==> src/rtl/ac_sweep_pkg.sv <==
// rtl/ac_sweep_pkg.sv - shared state, quadrant types, constants and LUT builder for the AC sweep DDS
package ac_sweep_pkg;

    typedef enum logic [1:0] {IDLE, RUN, FLUSH} state_t;

    typedef logic [1:0] quad_t;

    localparam int PIPE_LAT = 3;
    localparam logic [15:0] UNITY_AMP = 16'h8000;

    // Elaboration-time quarter-wave entry: round(32767*sin(pi/2*(i+0.5)/2^aw)) via Taylor series.
    function automatic int lut_entry(input int i, input int aw);
        real x;
        real term;
        real s;
        x    = 3.14159265358979323846 * (real'(i) + 0.5) / real'(2 ** (aw + 1));
        term = x;
        s    = x;
        for (int n = 1; n < 12; n++) begin
            term = -term * x * x / real'((2 * n) * (2 * n + 1));
            s    = s + term;
        end
        return $rtoi(32767.0 * s + 0.5);
    endfunction

endpackage

==> src/rtl/ac_sine_lut.sv <==
// rtl/ac_sine_lut.sv - quarter-wave sine ROM with quadrant fold and negate, 2-cycle latency
module ac_sine_lut
    import ac_sweep_pkg::*;
#(
    parameter int LUT_AW = 8,
    parameter int SAMP_W = 16
) (
    input  logic                     clk,
    input  logic                     rst_n,
    input  logic [LUT_AW+1:0]        phase_top,
    output logic signed [SAMP_W-1:0] value
);

    logic signed [SAMP_W-1:0] rom [2**LUT_AW];

    for (genvar g = 0; g < 2**LUT_AW; g++) begin : g_rom
        localparam int VAL = lut_entry(g, LUT_AW);
        assign rom[g] = SAMP_W'(VAL);
    end

    quad_t             quad;
    logic [LUT_AW-1:0] addr;

    // Odd quadrants walk the quarter wave backwards; the upper half-cycle is negated.
    always_ff @(posedge clk or negedge rst_n) begin
        if (!rst_n) begin
            quad  <= '0;
            addr  <= '0;
            value <= '0;
        end else begin
            quad  <= phase_top[LUT_AW+1:LUT_AW];
            addr  <= phase_top[LUT_AW] ? ~phase_top[LUT_AW-1:0] : phase_top[LUT_AW-1:0];
            value <= quad[1] ? -rom[addr] : rom[addr];
        end
    end

endmodule

==> src/rtl/ac_sweep_dds.sv <==
// rtl/ac_sweep_dds.sv - stepped-frequency DDS sine sweep; AC_SWEEP_LOG_EN selects geometric stepping
module ac_sweep_dds
    import ac_sweep_pkg::*;
#(
    parameter int PHASE_W = 32,
    parameter int LUT_AW  = 8,
    parameter int SAMP_W  = 16,
    parameter int PTS_W   = 16,
    parameter int DWELL_W = 24
) (
    input  logic                     clk,
    input  logic                     rst_n,
    input  logic                     start,
    input  logic                     abort,
    input  logic                     sample_en,
    input  logic [PHASE_W-1:0]       cfg_start_fcw,
    input  logic [PHASE_W-1:0]       cfg_step_fcw,
    input  logic [4:0]               cfg_log_shift,
    input  logic [PTS_W-1:0]         cfg_points,
    input  logic [DWELL_W-1:0]       cfg_dwell,
    input  logic [15:0]              cfg_amp,
    output logic                     out_valid,
    output logic signed [SAMP_W-1:0] out_sample,
    output logic [PTS_W-1:0]         point_idx,
    output logic                     point_start,
    output logic                     busy,
    output logic                     done
);

    localparam int PW = SAMP_W + 17;
    localparam logic signed [PW-1:0] SAT_HI = PW'((1 <<< (SAMP_W - 1)) - 1);
    localparam logic signed [PW-1:0] SAT_LO = -SAT_HI;

    state_t               state;
    logic [PHASE_W-1:0]   phase;
    logic [PHASE_W-1:0]   fcw;
    logic [PHASE_W-1:0]   next_fcw;
    logic [PTS_W-1:0]     point_cnt;
    logic [PTS_W-1:0]     points_q;
    logic [DWELL_W-1:0]   dwell_cnt;
    logic [DWELL_W-1:0]   dwell_q;
    logic [DWELL_W-1:0]   dwell_last;
    logic [15:0]          amp_q;

`ifdef AC_SWEEP_LOG_EN
    logic [4:0] shift_q;
    logic       unused_step;
    assign unused_step = ^cfg_step_fcw;
    assign next_fcw    = fcw + (fcw >> shift_q);
`else
    logic [PHASE_W-1:0] step_q;
    logic               unused_shift;
    assign unused_shift = ^cfg_log_shift;
    assign next_fcw     = fcw + step_q;
`endif

    logic issue;
    logic drained;
    logic [PIPE_LAT-1:0] vpipe;

    assign issue      = (state == RUN) && sample_en && !abort;
    assign drained    = ~|vpipe;
    assign out_valid  = vpipe[PIPE_LAT-1];
    assign dwell_last = (dwell_q == '0) ? '0 : dwell_q - 1'b1;

    always_ff @(posedge clk or negedge rst_n) begin
        if (!rst_n) begin
            state     <= IDLE;
            phase     <= '0;
            fcw       <= '0;
            point_cnt <= '0;
            points_q  <= '0;
            dwell_cnt <= '0;
            dwell_q   <= '0;
            amp_q     <= UNITY_AMP;
            busy      <= 1'b0;
            done      <= 1'b0;
`ifdef AC_SWEEP_LOG_EN
            shift_q   <= '0;
`else
            step_q    <= '0;
`endif
        end else begin
            done <= 1'b0;
            if (abort) begin
                state <= IDLE;
                busy  <= 1'b0;
            end else begin
                case (state)
                    IDLE: if (start) begin
                        if (cfg_points != '0) begin
                            fcw       <= cfg_start_fcw;
                            phase     <= '0;
                            point_cnt <= '0;
                            dwell_cnt <= '0;
                            points_q  <= cfg_points;
                            dwell_q   <= cfg_dwell;
                            amp_q     <= cfg_amp;
`ifdef AC_SWEEP_LOG_EN
                            shift_q   <= cfg_log_shift;
`else
                            step_q    <= cfg_step_fcw;
`endif
                            busy      <= 1'b1;
                            state     <= RUN;
                        end else begin
                            done <= 1'b1;
                        end
                    end
                    RUN: if (sample_en) begin
                        // Phase stays continuous across points so the tone never glitches.
                        phase <= phase + fcw;
                        if (dwell_cnt == dwell_last) begin
                            dwell_cnt <= '0;
                            fcw       <= next_fcw;
                            point_cnt <= point_cnt + 1'b1;
                            if (point_cnt == points_q - 1'b1)
                                state <= FLUSH;
                        end else begin
                            dwell_cnt <= dwell_cnt + 1'b1;
                        end
                    end
                    FLUSH: if (drained) begin
                        done  <= 1'b1;
                        busy  <= 1'b0;
                        state <= IDLE;
                    end
                    default: state <= IDLE;
                endcase
            end
        end
    end

    logic signed [SAMP_W-1:0] lut_value;
    logic signed [SAMP_W-1:0] sat_sample;
    logic signed [PW-1:0]     product;
    logic signed [PW-1:0]     scaled;

    ac_sine_lut #(
        .LUT_AW (LUT_AW),
        .SAMP_W (SAMP_W)
    ) u_lut (
        .clk       (clk),
        .rst_n     (rst_n),
        .phase_top (phase[PHASE_W-1 -: LUT_AW+2]),
        .value     (lut_value)
    );

    assign product = PW'(lut_value) * PW'($signed({1'b0, amp_q}));
    assign scaled  = product >>> 15;

    always_comb begin
        sat_sample = scaled[SAMP_W-1:0];
        if (scaled > SAT_HI)
            sat_sample = SAT_HI[SAMP_W-1:0];
        else if (scaled < SAT_LO)
            sat_sample = SAT_LO[SAMP_W-1:0];
    end

    logic             ps1, ps2;
    logic [PTS_W-1:0] pi1, pi2;

    // Point tags ride alongside the LUT stages so they stay aligned with out_valid.
    always_ff @(posedge clk or negedge rst_n) begin
        if (!rst_n) begin
            vpipe       <= '0;
            ps1         <= 1'b0;
            ps2         <= 1'b0;
            pi1         <= '0;
            pi2         <= '0;
            out_sample  <= '0;
            point_start <= 1'b0;
            point_idx   <= '0;
        end else if (abort) begin
            vpipe       <= '0;
            ps1         <= 1'b0;
            ps2         <= 1'b0;
            pi1         <= '0;
            pi2         <= '0;
            out_sample  <= '0;
            point_start <= 1'b0;
            point_idx   <= '0;
        end else begin
            vpipe       <= {vpipe[PIPE_LAT-2:0], issue};
            ps1         <= issue && (dwell_cnt == '0);
            pi1         <= point_cnt;
            ps2         <= ps1;
            pi2         <= pi1;
            out_sample  <= vpipe[1] ? sat_sample : '0;
            point_start <= vpipe[1] & ps2;
            if (vpipe[1])
                point_idx <= pi2;
        end
    end

endmodule

==> config.mk <==
export PLATFORM = sky130hd
export DESIGN_NAME = ac_sweep_dds
export DESIGN_NICKNAME = d
export VERILOG_FILES = /design/src/rtl/ac_sweep_pkg.sv /design/src/rtl/ac_sine_lut.sv /design/src/rtl/ac_sweep_dds.sv
export SDC_FILE = /design/constraint.sdc
export NUM_CORES = 2
export LEC_CHECK = 0
export BUFFER_PORTS_ARGS = -buffer_cell sky130_fd_sc_hd__buf_4
export CAP_MARGIN = 40
export CELL_PAD_IN_SITES_DETAIL_PLACEMENT = 1
export CELL_PAD_IN_SITES_GLOBAL_PLACEMENT = 1
export CORE_MARGIN = 2
export CORE_UTILIZATION = 48
export CTS_CLUSTER_DIAMETER = 60
export DETAILED_ROUTE_END_ITERATION = 10
export PLACE_DENSITY = 0.87
export SETUP_SLACK_MARGIN = 0.1
export SLEW_MARGIN = 20
export SYNTH_ARGS = -nofsm -noshare
export SYNTH_HDL_FRONTEND = slang
export SYNTH_SLANG_ARGS = --single-unit
==> constraint.sdc <==
create_clock -name clk -period 9.9 [get_ports clk]
set_clock_uncertainty 0.2 [all_clocks]
set_input_delay 1.485 -clock clk [delete_from_list [all_inputs] [get_ports clk]]
set_output_delay 1.485 -clock clk [all_outputs]
set_load 0.02 [all_outputs]
==> impl_metrics.py <==
metrics = {
    "cts": {
        "cts_setup_buffers": 0,
        "cts_max_path_buffers": 3,
        "cts_resized": 0,
        "clk_pin_slew_ps": 60,
        "clkLatencyLatePin_ps": 580,
        "cts.sinks": 291,
        "postCtsHoldBufs": 0,
        "root_buffer": "clkbuf_16",
        "htree_levels": 2,
        "cts_tree": "yes",
        "cts_inserted_buffers": 37,
    },
    "placement": {
        "gp_congestion": 0.9881,
        "port_buffers": 160,
        "hpwl_mm": 68.53,
    },
    "routing": {
        "routed-wl-met3_mm": 5.714,
        "wl_met1_mm": 36.84,
        "wl_met2_mm": 47.26,
        "drt_iter0_drc": 1851,
        "vias_per_cell": 6.054,
        "wl_mm": 94.28,
        "drc": 0,
        "drtPass1Iterations": 7,
        "wl_per_cell_um": 21.95,
        "route.vias.total": 26002,
        "postRouteAntennaNets": 0,
        "routed.top_layer": "met5",
    },
    "floorplan": {
        "rows": 90,
        "die_x_um": 249.5,
        "dieArea_um2": 62270,
        "core-area_um2": 60020,
        "die_height_um": 249.5,
        "ioPinCount": 166,
        "initial_core_util_pct": 48.22,
    },
    "synth": {
        "synth_cell_type_count": 92,
        "synth_top_area_share_pct": 25.08,
        "syn_area_um2": 28940,
        "avgSynthCellArea_um2": 8.374,
        "yosys.area.top_type": "dfrtp_1",
        "synth_nets": 4002,
        "synth_top_flop_cell": "dfrtp_1",
        "async_flop_share_pct": 100.0,
        "synth-seq-cells": 291,
        "synthCells": 3456,
        "synth_edf_count": 0,
        "synth_area_leaders": "dfrtp_1, fa_1, ha_1",
        "yosys_warnings": 0,
        "yosysSeqAreaShare_pct": 25.17,
    },
    "timing": {
        "tightest_slew_ps": 920.9,
        "fin_crit_sh_pct": 82.75,
        "max_freq_ghz": 0.1221,
        "finalSetupViolCount": 0,
        "min_period_ps": 8193,
        "final_max_slew_viol_count": 0,
        "rsz0062_at_grt": "no",
        "relSlewSlack_pct": 38.04,
        "hold_violations": 0,
        "fin_setup_tns_ps": 0,
    },
    "setup_path": {
        "r2r_slack_ps": 1710,
        "crit_path_start_kind": "flip-flop",
        "crit_path_max_incr_delay_ps": 650,
        "crit_required_ps": 10170,
        "critPathArrivalTime_ps": 8460,
        "cp_cell_sequence": "and2_1, fa_1, inv_1, fa_1, fa_1, inv_1, fa_1, fa_1, inv_1, fa_1, inv_1, ha_1, nand4_1, nor2_1, a211o_1, a22oi_1, a21oi_1, a2111o_1, a21oi_1, xnor2_1, o21ai_0, or2_2, a21oi_1",
        "slowest_stage": "dfrtp_1",
        "endpoint_kind": "flip-flop",
        "crit_type": "flip-flop to flip-flop",
        "crit_fanout": 17,
        "crit_top_cell": "fa_1",
        "rr_endpoint": "out_sample[1]",
        "worstReg2RegStart": "amp_q[9]",
        "cp-startpoint": "amp_q[9]",
        "ff2ff_path_depth": 23,
        "cp-endpoint": "out_sample[1]",
    },
    "run_status": {
        "status": "completed",
    },
    "grt": {
        "grt.total_usage_pct": 30.39,
        "grt_pass1_vias": 28414,
        "grt_antenna_before_repair": 9,
        "grt_pass1_wl_mm": 152.0,
        "grt_overflow": 0,
        "grt_max_degree": 120,
    },
    "final_layout": {
        "drive_gt1_share_pct": 9.083,
        "area_delta_synth_final_pct": 10.34,
        "nets": 4032,
        "final_util_pct": 53.20,
        "nFillCells": 7143,
    },
    "hold_path": {
        "min_path_type": "flip-flop to flip-flop",
        "hold_depth": 0,
    },
    "run": {
        "maxCapViolations": 0,
    },
}
## worst min path at each step
| stage | startpoint | to |
|---|---|---|
| after floorplan | phase[31] | u_lut.quad[1] |
| after global placement | phase[31] | u_lut.quad[1] |
| after detailed placement | phase[31] | u_lut.quad[1] |
| after CTS | phase[31] | u_lut.quad[1] |
| after global routing | phase[31] | u_lut.quad[1] |
| final | phase[31] | u_lut.quad[1] |
## critical path: cells and delay by family (launching register included)
family / cells / cell delay [ps]
fa+ha+maj: 7 / 3600
compound gates: 7 / 2140
simple gates: 4 / 1010
flops: 1 / 650
xor+xnor: 1 / 280
buf+inv: 4 / 240
## cell type report
cell class,count,area [um2],share of cell area [%]
timing repair buffer,192,1539,4.819
sequential,291,7292,22.84
antenna,1,2.502,0.007836
clock inverter,8,130.1,0.4075
inverter,298,1119,3.503
multi-input combinational,2666,19770,61.91
tap,782,978.4,3.064
clock buffer,57,1102,3.452
## cell families (layout without fill, tap and decap cells)
kind of cell / Yosys count / count (layout) / share of synthesized area [%]
DFF: 291 / 291 / 25.17
buffers and inverters: 499 / 555 / 6.593
xor gates and xnor gates: 163 / 163 / 4.933
muxes: 56 / 56 / 2.646
and+or+nand+nor: 1331 / 1331 / 21.82
adders and majority gates: 416 / 416 / 23.10
other: 0 / 1 / 0
AOI/OAI and AO/OA: 700 / 700 / 15.74
## state kept, by name, summed over array words and instances (netlist names), 2 cells and up
name,flops
step_q,32
dwell_q,24
point_cnt,16
pi2,16
u_lut.value,16
amp_q,16
dwell_cnt,24
fcw,32
state,2
vpipe,3
u_lut.addr,8
points_q,16
out_sample,16
point_idx,16
phase,32
pi1,16
## synthesized netlist by cell type (10+ instances only)
library cell  count
o311ai_0         10
buf_1            27
and2_1          126
inv_1           294
nand4_1          25
nand3_1          57
xor2_1           70
nor2_1          235
clkbuf_1        155
a21o_1           45
a31oi_1          33
nand2_1         567
ha_1            219
nor2b_1          53
o31ai_1          25
or3_1            14
o211ai_1         23
o21ai_0         168
buf_2            15
mux2i_1          36
fa_1            197
or2_2            18
a211o_1          12
a311oi_1         15
and3_1           32
xnor2_1          93
nor3b_1          11
nand2b_1         40
a2111oi_0        13
a211oi_1         31
dfrtp_1         290
o22ai_1          10
nor3_1           84
a21oi_1         182
nor4_1           20
mux4_2           16
o21bai_1         11
o21a_1           21
## routing by layer
layer  track usage (%)  vias up
li1                  -    11766
met1             35.76    12987
met2             53.99      932
met3             5.079      303
met4             14.39       14
met5                 0        -
## through the flow
stage / hold slack (ps) / std cells / setup WS [ps] / cell area (um2)
6_report: 228.4 / 4295 / 1707 / 31930
5_1_grt: 242.0 / 4294 / 1349 / 31930
4_1_cts: 230.7 / 4289 / 1764 / 31850
3_5_place_dp: 206.7 / 4224 / 1770 / 30620
3_3_place_gp: 197.7 / 4219 / 2093 / 30530
2_1_floorplan: 173.9 / 3456 / 2741 / 28940
## cell usage in the layout (no fill, tap or decap), drive strengths merged, types with 53 or more instances in the layout
master,Yosys,layout
nand2,568,568
inv,295,298
dfrtp,290,290
nor2,235,235
ha,219,219
fa,197,197
buf,45,190
a21oi,182,182
o21ai,168,168
and2,127,127
xnor2,93,93
nor3,88,88
xor2,70,70
nand3,58,58
clkbuf,156,58
nor2b,53,53
Power is left out: the tool's default activity adds up to more than one toggle a clock period on the data nets, which glitch-free logic cannot reach.
